$ cat src/rtl/tsc_deserializer.sv
// Serial receiver for trigger-surround cache dumps: start-bit framed bytes into a valid/ready FIFO.
// Optional trigger timestamp latch enabled by TSCRX_TIMESTAMP_EN.
module tsc_deserializer #(
  parameter int DATA_W       = 8,
  parameter int FIFO_DEPTH   = 16,
  parameter int EXPECT_BYTES = 32,
  localparam int CNT_W = $clog2(EXPECT_BYTES) + 1,
  localparam int AW    = $clog2(FIFO_DEPTH),
  localparam int BW    = $clog2(DATA_W)
) (
  input  logic              clk,
  input  logic              reset,
  input  logic              sd,
  input  logic              trd,
  input  logic              cd,
  input  logic [31:0]       trigtm,
  output logic [DATA_W-1:0] out_data,
  output logic              out_valid,
  input  logic              out_ready,
  output logic [CNT_W-1:0]  byte_count,
  output logic              frame_done,
  output logic              frame_err,
  output logic              overflow
`ifdef TSCRX_TIMESTAMP_EN
  ,
  output logic [31:0]       trig_time
`endif
);

  typedef enum logic [1:0] {IDLE, ARMED, SHIFT} state_t;

  state_t              state_q, state_d;
  logic                trd_q;
  logic [BW-1:0]       bit_q, bit_d;
  logic [DATA_W-1:0]   sr_q, sr_d;
  logic [CNT_W-1:0]    cnt_q, cnt_d;
  logic                ovf_q, ovf_d;
  logic                done_q, done_d;
  logic                err_q, err_d;
  logic [AW:0]         wr_q, wr_d, rd_q, rd_d;
  logic [DATA_W-1:0]   mem_q [FIFO_DEPTH];
  logic [DATA_W-1:0]   mem_d [FIFO_DEPTH];

  logic                trd_rise, len_ok, push, pop, full, empty, push_ok;
  logic [DATA_W-1:0]   assembled;

  assign trd_rise  = trd & ~trd_q;
  assign len_ok    = (cnt_q == CNT_W'(EXPECT_BYTES));
  assign assembled = {sr_q[DATA_W-2:0], sd};

  // Pointers carry one extra wrap bit: equal slots with differing MSB means full.
  assign empty   = (wr_q == rd_q);
  assign full    = (wr_q[AW] != rd_q[AW]) && (wr_q[AW-1:0] == rd_q[AW-1:0]);
  assign pop     = out_ready & ~empty;
  assign push_ok = push & (~full | pop);

  always_comb begin
    state_d = state_q;
    bit_d   = bit_q;
    sr_d    = sr_q;
    cnt_d   = cnt_q;
    ovf_d   = ovf_q;
    done_d  = 1'b0;
    err_d   = 1'b0;
    push    = 1'b0;
    case (state_q)
      IDLE: begin
        if (trd_rise) begin
          state_d = ARMED;
          cnt_d   = '0;
          ovf_d   = 1'b0;
        end
      end
      ARMED: begin
        if (cd) begin
          done_d  = len_ok;
          err_d   = ~len_ok;
          state_d = IDLE;
        end
        if (trd_rise) begin
          state_d = ARMED;
          cnt_d   = '0;
        end else if (!cd && sd) begin
          state_d = SHIFT;
          bit_d   = '0;
        end
      end
      SHIFT: begin
        if (cd) begin
          err_d   = 1'b1;
          state_d = IDLE;
        end
        if (trd_rise) begin
          state_d = ARMED;
          cnt_d   = '0;
        end else if (!cd) begin
          sr_d = assembled;
          if (bit_q == BW'(DATA_W - 1)) begin
            push    = 1'b1;
            state_d = ARMED;
            if (cnt_q != '1) cnt_d = cnt_q + 1'b1;
          end else begin
            bit_d = bit_q + 1'b1;
          end
        end
      end
      default: state_d = IDLE;
    endcase
    if (push && !push_ok) ovf_d = 1'b1;
  end

  always_comb begin
    wr_d  = wr_q + (AW+1)'(push_ok);
    rd_d  = rd_q + (AW+1)'(pop);
    mem_d = mem_q;
    if (push_ok) mem_d[wr_q[AW-1:0]] = assembled;
  end

  always_ff @(posedge clk or posedge reset) begin
    if (reset) begin
      state_q <= IDLE;
      trd_q   <= 1'b0;
      bit_q   <= '0;
      sr_q    <= '0;
      cnt_q   <= '0;
      ovf_q   <= 1'b0;
      done_q  <= 1'b0;
      err_q   <= 1'b0;
      wr_q    <= '0;
      rd_q    <= '0;
      mem_q   <= '{default: '0};
    end else begin
      state_q <= state_d;
      trd_q   <= trd;
      bit_q   <= bit_d;
      sr_q    <= sr_d;
      cnt_q   <= cnt_d;
      ovf_q   <= ovf_d;
      done_q  <= done_d;
      err_q   <= err_d;
      wr_q    <= wr_d;
      rd_q    <= rd_d;
      mem_q   <= mem_d;
    end
  end

  assign out_data   = mem_q[rd_q[AW-1:0]];
  assign out_valid  = ~empty;
  assign byte_count = cnt_q;
  assign frame_done = done_q;
  assign frame_err  = err_q;
  assign overflow   = ovf_q;

`ifdef TSCRX_TIMESTAMP_EN
  logic [31:0] trig_q, trig_d;

  always_comb begin
    trig_d = trig_q;
    if (trd_rise) trig_d = trigtm;
  end

  always_ff @(posedge clk or posedge reset) begin
    if (reset) trig_q <= '0;
    else       trig_q <= trig_d;
  end

  assign trig_time = trig_q;
`else
  logic unused_trigtm;
  assign unused_trigtm = ^trigtm;
`endif

endmodule

$ cat config.mk
export PLATFORM = sky130hd
export DESIGN_NAME = tsc_deserializer
export DESIGN_NICKNAME = d
export VERILOG_FILES = /design/src/rtl/tsc_deserializer.sv
export SDC_FILE = /design/constraint.sdc
export NUM_CORES = 1
export LEC_CHECK = 0
export ABC_AREA = 1
export CAP_MARGIN = 20
export CORE_ASPECT_RATIO = 0.6
export CORE_MARGIN = 4
export CORE_UTILIZATION = 35
export DETAILED_ROUTE_END_ITERATION = 8
export GPL_TIMING_DRIVEN = 0
export PLACE_DENSITY = 0.62
export SLEW_MARGIN = 20
export SYNTH_ARGS = -nofsm -noshare
export SYNTH_HDL_FRONTEND = slang
export SYNTH_SLANG_ARGS = --single-unit
$ cat constraint.sdc
create_clock -name clk -period 4.9 [get_ports clk]
set_clock_uncertainty 0.2 [all_clocks]
set_input_delay 0.49 -clock clk [delete_from_list [all_inputs] [get_ports clk]]
set_output_delay 0.49 -clock clk [all_outputs]
set_load 0.01 [all_outputs]
==> impl_metrics.prom <==
# TYPE chip_impl_metric gauge
chip_impl_info{name="result_of_the_run",value="completed"} 1
chip_impl_metric{name="synth_seq_cells",unit=""} 160
chip_impl_metric{name="grtUsageTotal",unit=""} 0.216
chip_impl_info{name="ctsRootBufferMaster",value="sky130_fd_sc_hd__clkbuf_16"} 1
chip_impl_metric{name="critical_path_arrival",unit="ns"} 3.34
chip_impl_metric{name="gp_congestion",unit=""} 0.985
chip_impl_metric{name="syn_area",unit="um^2"} 8350
chip_impl_metric{name="placeableCoreArea",unit="um^2"} 23300
chip_impl_metric{name="clkTransAtPathRegs",unit="ns"} 0.06
chip_impl_metric{name="crit_fanout",unit=""} 10
chip_impl_metric{name="num_vias",unit=""} 8024
chip_impl_metric{name="syn_avg_cell_area",unit="um^2"} 7.82
chip_impl_metric{name="layout_min_cycle_time",unit="ns"} 4.03
chip_impl_metric{name="rows",unit=""} 43
chip_impl_metric{name="yosys.cell_types.count",unit=""} 27
chip_impl_metric{name="power_leakage",unit="uW"} 0.00488
chip_impl_info{name="mostFrequentLayoutCells",value="sky130_fd_sc_hd__nand2_1 (422), sky130_fd_sc_hd__dfrtp_1 (160), sky130_fd_sc_hd__nand4_1 (132)"} 1
chip_impl_metric{name="layout-drive-gt1-share",unit=""} 0.0780
chip_impl_info{name="final_common_cell",value="sky130_fd_sc_hd__nand2_1"} 1
chip_impl_metric{name="ctsHtreeMaxLevel",unit=""} 4
chip_impl_metric{name="timing.fmax",unit="MHz"} 248
chip_impl_metric{name="clk_latency",unit="ns"} 0.45
chip_impl_metric{name="filler_cell_count",unit=""} 2388
chip_impl_metric{name="antenna_found_initial",unit=""} 0
chip_impl_metric{name="timing.final.max_slew_violations",unit=""} 0
chip_impl_metric{name="dpl_worst_slack",unit="ns"} 1.52
chip_impl_metric{name="postCtsSetupRepairBufs",unit=""} 0
chip_impl_metric{name="synth_sequential_area_ratio",unit=""} 0.479
chip_impl_info{name="hold_path.class",value="in2async"} 1
chip_impl_metric{name="port_buffers",unit=""} 22
chip_impl_metric{name="ioPinCount",unit=""} 56
chip_impl_metric{name="antenna_violating_nets_left",unit=""} 0
chip_impl_metric{name="cp_data_required_time",unit="ns"} 4.21
chip_impl_metric{name="report.final.hold_viol_count",unit=""} 0
chip_impl_metric{name="seq_area",unit="um^2"} 4000
chip_impl_metric{name="synth_warnings",unit=""} 0
chip_impl_metric{name="floorplan.initialDensity",unit=""} 0.359
chip_impl_metric{name="globalRoute.totalOverflow",unit=""} 0
chip_impl_metric{name="timing.setup.tns",unit="ns"} 0
chip_impl_info{name="setup_repair_after_global_routing_missed_its_margin",value="false"} 1
chip_impl_metric{name="dieHeight",unit="um"} 128
chip_impl_metric{name="synth_cells",unit=""} 1068
chip_impl_metric{name="cts_resized",unit=""} 0
chip_impl_info{name="postSynth.topFlopCell",value="sky130_fd_sc_hd__dfrtp_1"} 1
chip_impl_metric{name="fp.dieW",unit="um"} 207
chip_impl_metric{name="first_pass_grt_wire_length",unit="mm"} 43.7
chip_impl_metric{name="cts_buffers",unit=""} 17
chip_impl_info{name="type_of_the_setup_path_with_the_least_slack",value="reg2out"} 1
chip_impl_info{name="cts_tree",value="built"} 1
chip_impl_metric{name="timing.final.setup_violations",unit=""} 0
chip_impl_info{name="critical_path.cell_chain",value="clkbuf_1, clkbuf_1, o21ai_0, o211ai_1, nand2_1, nand2_1, clkdlybuf4s50_1"} 1
chip_impl_info{name="slowest_stage",value="sky130_fd_sc_hd__clkbuf_1"} 1
chip_impl_metric{name="placed_area",unit="um^2"} 9110
chip_impl_metric{name="design.final.nets",unit=""} 1165
chip_impl_metric{name="multiInputGateArea",unit="um^2"} 3740
chip_impl_metric{name="synth_async_reset_ratio",unit=""} 1.00
chip_impl_metric{name="drt_pre_antenna_iters",unit=""} 5
chip_impl_metric{name="grt_max_degree",unit=""} 32
chip_impl_metric{name="detail_placement_hpwl",unit="mm"} 20.7
chip_impl_metric{name="synth_enable_flop_cells",unit=""} 0
chip_impl_metric{name="postCtsHoldBufs",unit=""} 0
chip_impl_metric{name="min_period_over_period",unit=""} 0.823
chip_impl_metric{name="grt_pass1_vias",unit=""} 7297
chip_impl_metric{name="worst_pin_slew",unit="ns"} 0.885
chip_impl_metric{name="drt-initial-drc-count",unit=""} 1014
chip_impl_metric{name="synth_fp_nets",unit=""} 1118
chip_impl_metric{name="cp_slowest_stage_delay",unit="ns"} 0.56
chip_impl_metric{name="design_area",unit="um^2"} 9730
chip_impl_metric{name="antennaDiodeCount",unit=""} 0
chip_impl_metric{name="timing.max_cap.violations",unit=""} 0
chip_impl_metric{name="area_growth_syn_to_layout",unit="%"} 16.5
chip_impl_info{name="end_kind",value="output port"} 1
chip_impl_metric{name="tritoncts_num_sinks",unit=""} 160
chip_impl_metric{name="clock_tree.buffer_depth",unit=""} 2
chip_impl_info{name="type_of_origin_of_the_critical_path",value="flip-flop"} 1
chip_impl_metric{name="post_drt_via_cell_ratio",unit=""} 5.56
chip_impl_metric{name="max_slew_margin",unit=""} 0.410
chip_impl_metric{name="power.density_cell_area",unit="nW/um^2"} 488
chip_impl_metric{name="route.detailed.drc",unit=""} 0
chip_impl_metric{name="full_die_area",unit="um^2"} 26500
chip_impl_metric{name="vdd_ir_drop_max",unit="V"} 0.000258
chip_impl_metric{name="routedWlPerCell",unit="um"} 19.7
chip_impl_metric{name="wirelength",unit="mm"} 28.5
chip_impl_metric{name="timing.final.ws_setup",unit="ns"} 0.866
==> final timing paths <==
check,from,end,slack [ns],depth (start not counted)
max,rd_q[0]$_DFF_PP0_,out_data[3],0.87,7
min,reset,mem_q[74]$_DFFE_PP0P_,0.25,2
max reg2reg,state_q[0]$_DFFE_PP0P_,wr_q[4]$_DFF_PP0_,1.90,15
min reg2reg,mem_q[120]$_DFFE_PP0P_,mem_q[120]$_DFFE_PP0P_,0.27,2
max in group asynchronous,reset,mem_q[46]$_DFFE_PP0P_,3.35,5
min in group clk,mem_q[120]$_DFFE_PP0P_,mem_q[120]$_DFFE_PP0P_,0.27,2
==> worst max-delay path, delay by kind of cell, from the launching register on <==
kind	cells	cell delay, ns
AND/OR/NAND/NOR	2	0.20
AO/OA/AOI/OAI	2	0.71
buffers and inverters	3	1.55
flip-flops	1	0.45
==> kinds of logic after synthesis <==
kind of cell | share of synthesized area
xor+xnor | 0.00734
simple gates | 0.359
buf+inv | 0.0723
compound gates | 0.0638
flops | 0.479
fa+ha+maj | 0.0180
==> Yosys cell counts, types with 2 or more instances <==
cell type | number | area [um^2]
sky130_fd_sc_hd__buf_1 | 6 | 22.5
sky130_fd_sc_hd__ha_1 | 12 | 150
sky130_fd_sc_hd__nor2_2 | 6 | 37.5
sky130_fd_sc_hd__o211ai_1 | 14 | 105
sky130_fd_sc_hd__buf_2 | 14 | 70.1
sky130_fd_sc_hd__dfrtp_1 | 160 | 4000
sky130_fd_sc_hd__a21oi_1 | 28 | 140
sky130_fd_sc_hd__o22ai_1 | 2 | 12.5
sky130_fd_sc_hd__inv_2 | 5 | 18.8
sky130_fd_sc_hd__o21ai_0 | 45 | 225
sky130_fd_sc_hd__nor3_1 | 3 | 15.0
sky130_fd_sc_hd__inv_1 | 29 | 109
sky130_fd_sc_hd__xor2_1 | 7 | 61.3
sky130_fd_sc_hd__nand3_1 | 45 | 225
sky130_fd_sc_hd__buf_6 | 22 | 248
sky130_fd_sc_hd__clkbuf_1 | 28 | 105
sky130_fd_sc_hd__a31oi_1 | 6 | 37.5
sky130_fd_sc_hd__nand2_1 | 422 | 1580
sky130_fd_sc_hd__nor2_1 | 75 | 282
sky130_fd_sc_hd__nand4_1 | 132 | 826
==> cell type report <==
cell class	instances	share of cell area
Sequential cell	160	0.411
Clock buffer	24	0.0515
Tap cell	315	0.0405
Inverter	35	0.0139
Clock inverter	8	0.0130
Multi-Input combinational cell	801	0.385
Timing Repair Buffer	28	0.0365
Buffer	72	0.0486
==> layer usage <==
layer,part of all wire,global-route usage,vias to the layer above
li1,-,-,3692
met5,0,0,-
met4,0.013,0.0567,0
met2,0.39,0.281,382
met1,0.49,0.344,3917
met3,0.11,0.0592,33
==> flip-flops by register name, indices dropped and copies added (netlist names) <==
register,cells
sr_q,7
byte_count,6
wr_q,5
frame_err,1
overflow,1
bit_q,3
frame_done,1
mem_q,128
trd_q,1
state_q,2
rd_q,5
==> power breakdown <==
group	internal (uW)	switching (uW)	total (uW)	leakage [uW]
Clock	869	566	1440	0.000299
Combinational	512	1370	1880	0.00239
Sequential	1390	52.3	1440	0.00219
==> stage by stage <==
stage	util	hold WS (ns)	power, uW	cells
finish	0.418	0.253	4750	1443
global route	0.418	0.286	4940	1443
CTS	0.418	0.260	4700	1443
detailed placement	0.391	0.258	3250	1411
global placement	0.385	0.252	3230	1405
floorplan	-	0.237	2450	1068
Power figures use the tool's default switching activity.
